--- src/rtl/state_poly_add_reduce.sv ---
// state_poly_add_reduce
// Streams INTT result words and matching noise/message (or v) words out of
// two synchronous-read buffers, combines them lane by lane modulo q and
// writes the reduced words to the result buffer at the originating address.
//   Encryption: out = (INTT + Err) mod q, words 0 .. 32*(KYBER_K+1)-1
//   Decryption: out = (v - INTT)   mod q, words 0 .. 31
module state_poly_add_reduce #(
  parameter int KYBER_K = 2,
  parameter int KYBER_Q = 3329,
  parameter int COEFF_W = 16,
  parameter int WORD_W  = 128
) (
  input  logic              clk,
  input  logic              rst_n,
  input  logic              enable,
  input  logic              mux_enc_dec,
  output logic [6:0]        INTT_Enc_BpV_DecMp_RAd,
  output logic              INTT_Enc_BpV_DecMp_Rd_en,
  input  logic [WORD_W-1:0] INTT_Enc_BpV_DecMp_RData,
  input  logic [WORD_W-1:0] Err_Msg_RData,
  output logic              Add_Enc_BpV_DecMp_outready,
  output logic [6:0]        Add_Enc_BpV_DecMp_WAd,
  output logic [WORD_W-1:0] Add_Enc_BpV_DecMp_WData,
  output logic              Function_done
);

  localparam int LANES = WORD_W / COEFF_W;

  // Last word address for each mode.
  localparam logic [6:0] ENC_LAST = 7'(32 * (KYBER_K + 1) - 1);
  localparam logic [6:0] DEC_LAST = 7'd31;

  // Modulus widened by one bit so sums and differences never overflow.
  localparam logic [COEFF_W:0] Q_W = (COEFF_W + 1)'(KYBER_Q);

  // FSM state encoding.
  localparam logic [1:0] S_IDLE  = 2'd0;
  localparam logic [1:0] S_READ  = 2'd1;
  localparam logic [1:0] S_DRAIN = 2'd2;
  localparam logic [1:0] S_DONE  = 2'd3;

  logic [1:0] state_q, state_d;
  logic       mode_q,  mode_d;   // 1 = decryption, frozen for the whole run
  logic [6:0] rad_q,   rad_d;
  logic       rd_en_q, rd_en_d;
  logic       drain_q, drain_d;  // counts the two DRAIN cycles
  logic       done_q,  done_d;

  // Stage 1 tracks the read that the buffers are answering this cycle.
  logic       s1_valid_q;
  logic [6:0] s1_addr_q;

  logic              outready_q;
  logic [6:0]        wad_q;
  logic [WORD_W-1:0] wdata_q;
  logic [WORD_W-1:0] lane_res;
  logic [6:0]        last_addr;

  assign last_addr = mode_q ? DEC_LAST : ENC_LAST;

  // Control FSM: sequences addresses, drain and the done pulse.
  always_comb begin
    // NOTE: every signal gets a default first so no path leaves it
    // unassigned; otherwise synthesis infers a latch to hold the old value.
    state_d = state_q;
    mode_d  = mode_q;
    rad_d   = rad_q;
    rd_en_d = rd_en_q;
    drain_d = drain_q;
    done_d  = 1'b0;
    case (state_q)
      S_IDLE: begin
        if (enable) begin
          state_d = S_READ;
          mode_d  = mux_enc_dec;
          rad_d   = 7'd0;
          rd_en_d = 1'b1;
        end
      end
      S_READ: begin
        if (rad_q == last_addr) begin
          state_d = S_DRAIN;
          rad_d   = 7'd0;
          rd_en_d = 1'b0;
          drain_d = 1'b0;
        end else begin
          rad_d = rad_q + 7'd1;
        end
      end
      S_DRAIN: begin
        drain_d = 1'b1;
        if (drain_q) begin
          state_d = S_DONE;
          done_d  = 1'b1;
        end
      end
      S_DONE: begin
        state_d = S_IDLE;
      end
      default: begin
        state_d = S_IDLE;
        rd_en_d = 1'b0;
        rad_d   = 7'd0;
      end
    endcase
  end

  // Control registers.
  always_ff @(posedge clk or negedge rst_n) begin
    // NOTE: sequential state uses non-blocking assignments so every register
    // samples pre-edge values, independent of statement order.
    if (!rst_n) begin
      state_q <= S_IDLE;
      mode_q  <= 1'b0;
      rad_q   <= 7'd0;
      rd_en_q <= 1'b0;
      drain_q <= 1'b0;
      done_q  <= 1'b0;
    end else begin
      state_q <= state_d;
      mode_q  <= mode_d;
      rad_q   <= rad_d;
      rd_en_q <= rd_en_d;
      drain_q <= drain_d;
      done_q  <= done_d;
    end
  end

  // Per-lane modular add (Enc) or subtract (Dec) of the returned words.
  always_comb begin
    logic [COEFF_W:0] a;
    logic [COEFF_W:0] b;
    logic [COEFF_W:0] s;
    logic [COEFF_W:0] r;
    lane_res = '0;
    a = '0;
    b = '0;
    s = '0;
    r = '0;
    for (int i = 0; i < LANES; i++) begin
      a = {1'b0, INTT_Enc_BpV_DecMp_RData[i*COEFF_W +: COEFF_W]};
      b = {1'b0, Err_Msg_RData[i*COEFF_W +: COEFF_W]};
      if (!mode_q) begin
        s = a + b;
        r = (s >= Q_W) ? s - Q_W : s;
      end else begin
        // The extra MSB acts as the sign of b - a.
        s = b - a;
        r = s[COEFF_W] ? s + Q_W : s;
      end
      lane_res[i*COEFF_W +: COEFF_W] = COEFF_W'(r);
    end
  end

  // Pipeline: follow each read through the buffer latency, then register the
  // reduced word together with its address; outputs rest at zero otherwise.
  always_ff @(posedge clk or negedge rst_n) begin
    if (!rst_n) begin
      s1_valid_q <= 1'b0;
      s1_addr_q  <= 7'd0;
      outready_q <= 1'b0;
      wad_q      <= 7'd0;
      wdata_q    <= '0;
    end else begin
      s1_valid_q <= rd_en_q;
      s1_addr_q  <= rad_q;
      outready_q <= s1_valid_q;
      wad_q      <= s1_valid_q ? s1_addr_q : 7'd0;
      wdata_q    <= s1_valid_q ? lane_res : '0;
    end
  end

  assign INTT_Enc_BpV_DecMp_RAd     = rad_q;
  assign INTT_Enc_BpV_DecMp_Rd_en   = rd_en_q;
  assign Add_Enc_BpV_DecMp_outready = outready_q;
  assign Add_Enc_BpV_DecMp_WAd      = wad_q;
  assign Add_Enc_BpV_DecMp_WData    = wdata_q;
  assign Function_done              = done_q;

endmodule
--- config.mk ---
export PLATFORM = sky130hd
export DESIGN_NAME = state_poly_add_reduce
export DESIGN_NICKNAME = d
export VERILOG_FILES = /design/src/rtl/state_poly_add_reduce.sv
export SDC_FILE = /design/constraint.sdc
export NUM_CORES = 1
export LEC_CHECK = 0
export ABC_AREA = 1
export BUFFER_PORTS_ARGS = -buffer_cell sky130_fd_sc_hd__clkbuf_2
export CAP_MARGIN = 10
export CORE_MARGIN = 4
export CORE_UTILIZATION = 61
export DETAILED_ROUTE_END_ITERATION = 16
export GPL_ROUTABILITY_DRIVEN = 0
export PLACE_DENSITY = 0.84
export SYNTH_ARGS = -nofsm -noshare
export SYNTH_HDL_FRONTEND = slang
export SYNTH_SLANG_ARGS = --single-unit
--- constraint.sdc ---
create_clock -name clk -period 2.1 [get_ports clk]
set_input_delay 0.21 -clock clk [delete_from_list [all_inputs] [get_ports clk]]
set_output_delay 0.21 -clock clk [all_outputs]
set_load 0.005 [all_outputs]
==> qor.csv, run 1 <==
metric,value,unit
clk buf depth,2,
"Avg Cell Area, Syn",5.72,µm²
Yosys reg bits,157,
Placed Cells,7031,
GR Overflow Total,651,
total clock buffers created by CTS,17,
Ports,405,
GRT Overall Usage,0.853,
Failed at,global routing (5_1_grt),
clock sink count,157,
"Distinct cells, synth",55,
Post-synth EDFFs,0,
largest net degree at the start of global routing,60,
Rows,79,
Synth Warn #,0,
ys flop type,dfrtp_1,
H-tree Lvls,4,
post-synthesis sequential area ratio,0.136,
dpl ws,-0.824,ns
ys async rst share,1.00,
die height,226,µm
stop err,[ERROR GRT-0116] Global routing finished with congestion. Check the congestion regions in the DRC Viewer.,
Synth Cell Area,28900,µm²
vias in the first global route,58900,
Detailed Place HPWL,93200,µm
PortBufs,404,
clk root buf,clkbuf_16,
Cells after Synth,5051,
initial core utilization,0.619,
syn nets,5612,
first-pass GRT wire length,350000,µm
status,stopped before the end,
Die Wd,226,µm
-- cell families after synthesis --
logic type | synth area share
buf+inv | 0.135
simple gates | 0.415
xor+xnor | 0.0373
compound gates | 0.142
fa+ha+maj | 0.135
flops | 0.136
-- cells in the mapped netlist, types with 8 or more instances --
cell,n,area share
nand3_2,13,0.0045
o21a_1,8,0.0021
nand3b_1,17,0.0044
o211ai_1,15,0.0039
xnor2_1,8,0.0024
clkbuf_1,32,0.0042
o21bai_1,31,0.0081
a31oi_1,18,0.0039
nor2_1,484,0.063
nor2_4,9,0.0035
nor2_2,25,0.0054
nand2_2,39,0.0084
fa_1,16,0.011
dfrtp_1,157,0.14
nand2_1,1550,0.20
ha_1,285,0.12
inv_2,47,0.0061
nand3_1,494,0.086
nor3_1,60,0.010
a21o_1,26,0.0068
buf_2,48,0.0083
a21oi_2,23,0.0070
nand4_1,91,0.020
o21ai_0,186,0.032
inv_1,740,0.096
buf_6,28,0.011
xor2_1,102,0.031
a21oi_1,352,0.061
o21ai_2,9,0.0027
o21ai_1,40,0.0069
buf_4,26,0.0068
-- per-layer routing --
metal  global-route usage  overflow
met1                0.813        13
met2                 1.00       406
met3                0.766        13
met4                0.869       219
met5                0.433         0
-- timing repair --
action,in CTS
hold endpoints to repair,54
hold buffers,3
cloned,16
pin swaps,220
setup buffers,127
setup endpoints to repair,123
gates resized for setup,514
-- per-stage QoR --
step                utilization  setup TNS, ns  hold slack, ns  instance area [µm²]
CTS                       0.943          -2.50           0.258                44000
detailed placement        0.857         -84.79           0.244                40000
global placement          0.857         -66.30           0.257                40000
floorplan                     -         -22.94         -0.0856                29600
==> inputs of run 2 (changes only) <==
CORE_UTILIZATION = 40   (was 61)
PLACE_DENSITY = default   (was 0.84)
PLACE_DENSITY_LB_ADDON = 0.15   (was default)
==> qor.csv, run 2 <==
metric,value,unit,change
status,finished with violations,,was stopped before the end
failing checks,negative setup slack,,
Setup crit end kind,flop,,
post-synthesis sequential area ratio,0.136,,unchanged
Rows,98,,was 79
GR Overflow Total,0,,
Die ar.,76600,µm²,
Fin Setup TNS,-4.24,ns,
crit path DAT,2.76,ns,
Routed WL,115000,µm,
max reg flops,128,,
measured slew at the worst slew-check pin,0.621,ns,
Cells after Synth,5051,,unchanged
Setup CP Type,in -> reg,,
largest net degree at the start of global routing,64,,
ys flop type,dfrtp_1,,unchanged
vias in the first global route,35500,,
routed vias,38600,,
Final Skew,0.0169,ns,
clk root buf,clkbuf_16,,unchanged
Crit-path slowest cell,fa_2,,
Final Cycle Share,1.11,,
Max-cap violations,0,,
top-area cell type share of the netlist area,0.201,,unchanged
Synth Warn #,0,,unchanged
Ports,405,,unchanged
number of fill cells,6015,,
shortest period the worst path allows,2.33,ns,
nets,7276,,
Antenna diodes,0,,
CP required,2.53,ns,
ys async rst share,1.00,,unchanged
Initial DRT Pass Iterations,5,,
Fmax,430,MHz,
DRC viols,0,,
CP cell instances,buf_8 -> ha_4 -> inv_2 -> fa_2 -> xor2_4 -> nor3_2 -> nand2_2 -> buf_4 -> buf_4 -> buf_4 -> buf_4 -> buf_4 -> buf_4 -> buf_4 -> buf_4 -> inv_1 -> a21oi_1 -> a21oi_1,,
most area-consuming cells after synthesis,"nand2_1 20%, dfrtp_1 14%, ha_1 12%, inv_1 9.6%, nand3_1 8.6%",,unchanged
initial core utilization,0.404,,was 0.619
Slew headroom,0.586,,
worst setup margin,-0.228,ns,
dominant cell type by area after synthesis,nand2_1,,unchanged
placed cell area,41000,µm²,was 40000 µm²
final instance area,49300,µm²,
Die Wd,277,µm,was 226 µm
"Reg clk slew, reported paths",0.08,ns,
die height,277,µm,was 226 µm
H-tree Lvls,4,,unchanged
dpl ws,-0.772,ns,was -0.824 ns
top-count cell post-synth,nand2_1,,unchanged
Post-synth EDFFs,0,,unchanged
Yosys reg bits,157,,unchanged
syn nets,5612,,unchanged
Synth Cell Area,28900,µm²,unchanged
most frequent cells in the layout,"1276 x buf_4, 1163 x nand2_1, 644 x inv_1",,
"commonest non-fill, non-tap cell in the layout",buf_4,,
initial antenna violation count,3,,
final setup vio count,77,,
Finished Core Util,0.689,,
DR WL/cell,15.0,µm,
area grow syn2layout,70.6,%,
Cell Pwr Density,643,nW/µm²,
GRT Overall Usage,0.266,,
core area,71500,µm²,
Leakage,26.2,nW,
Final Hold Fails,0,,
CP peak stage delay,0.42,ns,
Startpoint Class,input pin,,
Detailed Place HPWL,86600,µm,was 93200 µm
fraction of layout cells with a size suffix above 1,0.480,,
clock sink count,157,,unchanged
CTS tree,built,,
"Distinct cells, synth",55,,unchanged
worst-path maximum fanout,4,,
PortBufs,404,,unchanged
DRT antenna net count,0,,
clk buf depth,2,,unchanged
VDD IR max,0.547,mV,
Post-synth top cells,"1550 x nand2_1, 740 x inv_1, 494 x nand3_1",,unchanged
worst hold path type,in -> reg,,
Final Hold Slack,0.213,ns,
"Avg Cell Area, Syn",5.72,µm²,unchanged
unrepaired setup endpoints after global routing,yes,,
max-slew violation count,0,,
most numerous cell on the critical path,buf_4,,
first-pass GRT wire length,171000,µm,
Starting DRT DRC Count,2183,,
vias per cell,5.03,,
Clock Latency Late Sink,0.51,ns,
total clock buffers created by CTS,17,,unchanged
[run 2: cell counts after synthesis]
Identical to the previous run, type by type.
[run 2: stage by stage]
| step | std cells | power (mW) |
|---|---|---|
| global placement | 7454 | 23.7 |
| finish | 7678 | 31.7 |
| global route | 7678 | 34.0 |
| detailed placement | 7454 | 23.9 |
| floorplan | 5051 | 14.8 |
| CTS | 7576 | 28.3 |
[run 2: metal layers]
metal,part of all wire,track usage,vias up
li1,-,-,19400
met1,0.42,0.340,17700
met2,0.48,0.451,1176
met3,0.060,0.0438,266
met4,0.038,0.0973,6
met5,0.00029,0,-
[run 2: worst paths after layout]
check	start	end	slack, ns	cells after the start
setup / recovery	Err_Msg_RData[64]	Add_Enc_BpV_DecMp_WData[67]$_DFF_PN0_	-0.23	18
hold / removal	enable	state_q[1]$_DFFE_PN0P_	0.21	4
setup reg to reg	INTT_Enc_BpV_DecMp_RAd[1]$_DFFE_PN0P_	state_q[0]$_DFFE_PN0P_	0.20	10
hold reg to reg	s1_addr_q[5]$_DFF_PN0_	Add_Enc_BpV_DecMp_WAd[5]$_DFF_PN0_	0.42	2
max in group asynchronous	rst_n	Add_Enc_BpV_DecMp_WData[48]$_DFF_PN0_	1.04	3
min in group asynchronous	rst_n	Add_Enc_BpV_DecMp_WData[38]$_DFF_PN0_	0.33	2
[run 2: area by class of cell]
cell class / count / area [µm²] / share of cell area
clock buffers: 18 / 439 / 0.00892
inverters: 794 / 3060 / 0.0622
clock inverters: 14 / 159 / 0.00323
flip-flops and latches: 157 / 3940 / 0.0799
repair buffers: 1781 / 13200 / 0.268
well taps: 950 / 1190 / 0.0241
multi-input cells: 3964 / 27300 / 0.554
[run 2: cells by family after synthesis]
| family | count (synthesis) | synth area share |
|---|---|---|
| AO/OA/AOI/OAI | 729 | 0.142 |
| adder cells (fa/ha/maj) | 301 | 0.135 |
| buffers and inverters | 937 | 0.135 |
| XOR/XNOR | 117 | 0.0373 |
| flip-flops | 157 | 0.136 |
| AND/OR/NAND/NOR | 2810 | 0.415 |
[run 2: timing repair]
item                       in CTS  in global routing
setup endpoints to repair     113                128
resized for setup             252               1301
pin swaps                     140                529
setup buffers                  82                103
hold endpoints to repair       61                  0
cloned                          9                  5
hold buffers                    3                  0
[run 2: worst max-delay path, delay by kind of cell]
family                     cells  cell delay (ns)
adders and majority gates      2             0.54
AOI/OAI and AO/OA              2             0.26
and+or+nand+nor                2             0.36
buffers and inverters         11             1.20
xor gates and xnor gates       1             0.21
[run 2: power by group]
group	leakage, nW	internal, mW	switching, mW
clock	0.288	1.81	1.63
combinational	24.0	10.0	13.0
sequential	1.99	4.26	0.868
(Power assumes the default switching activity.)
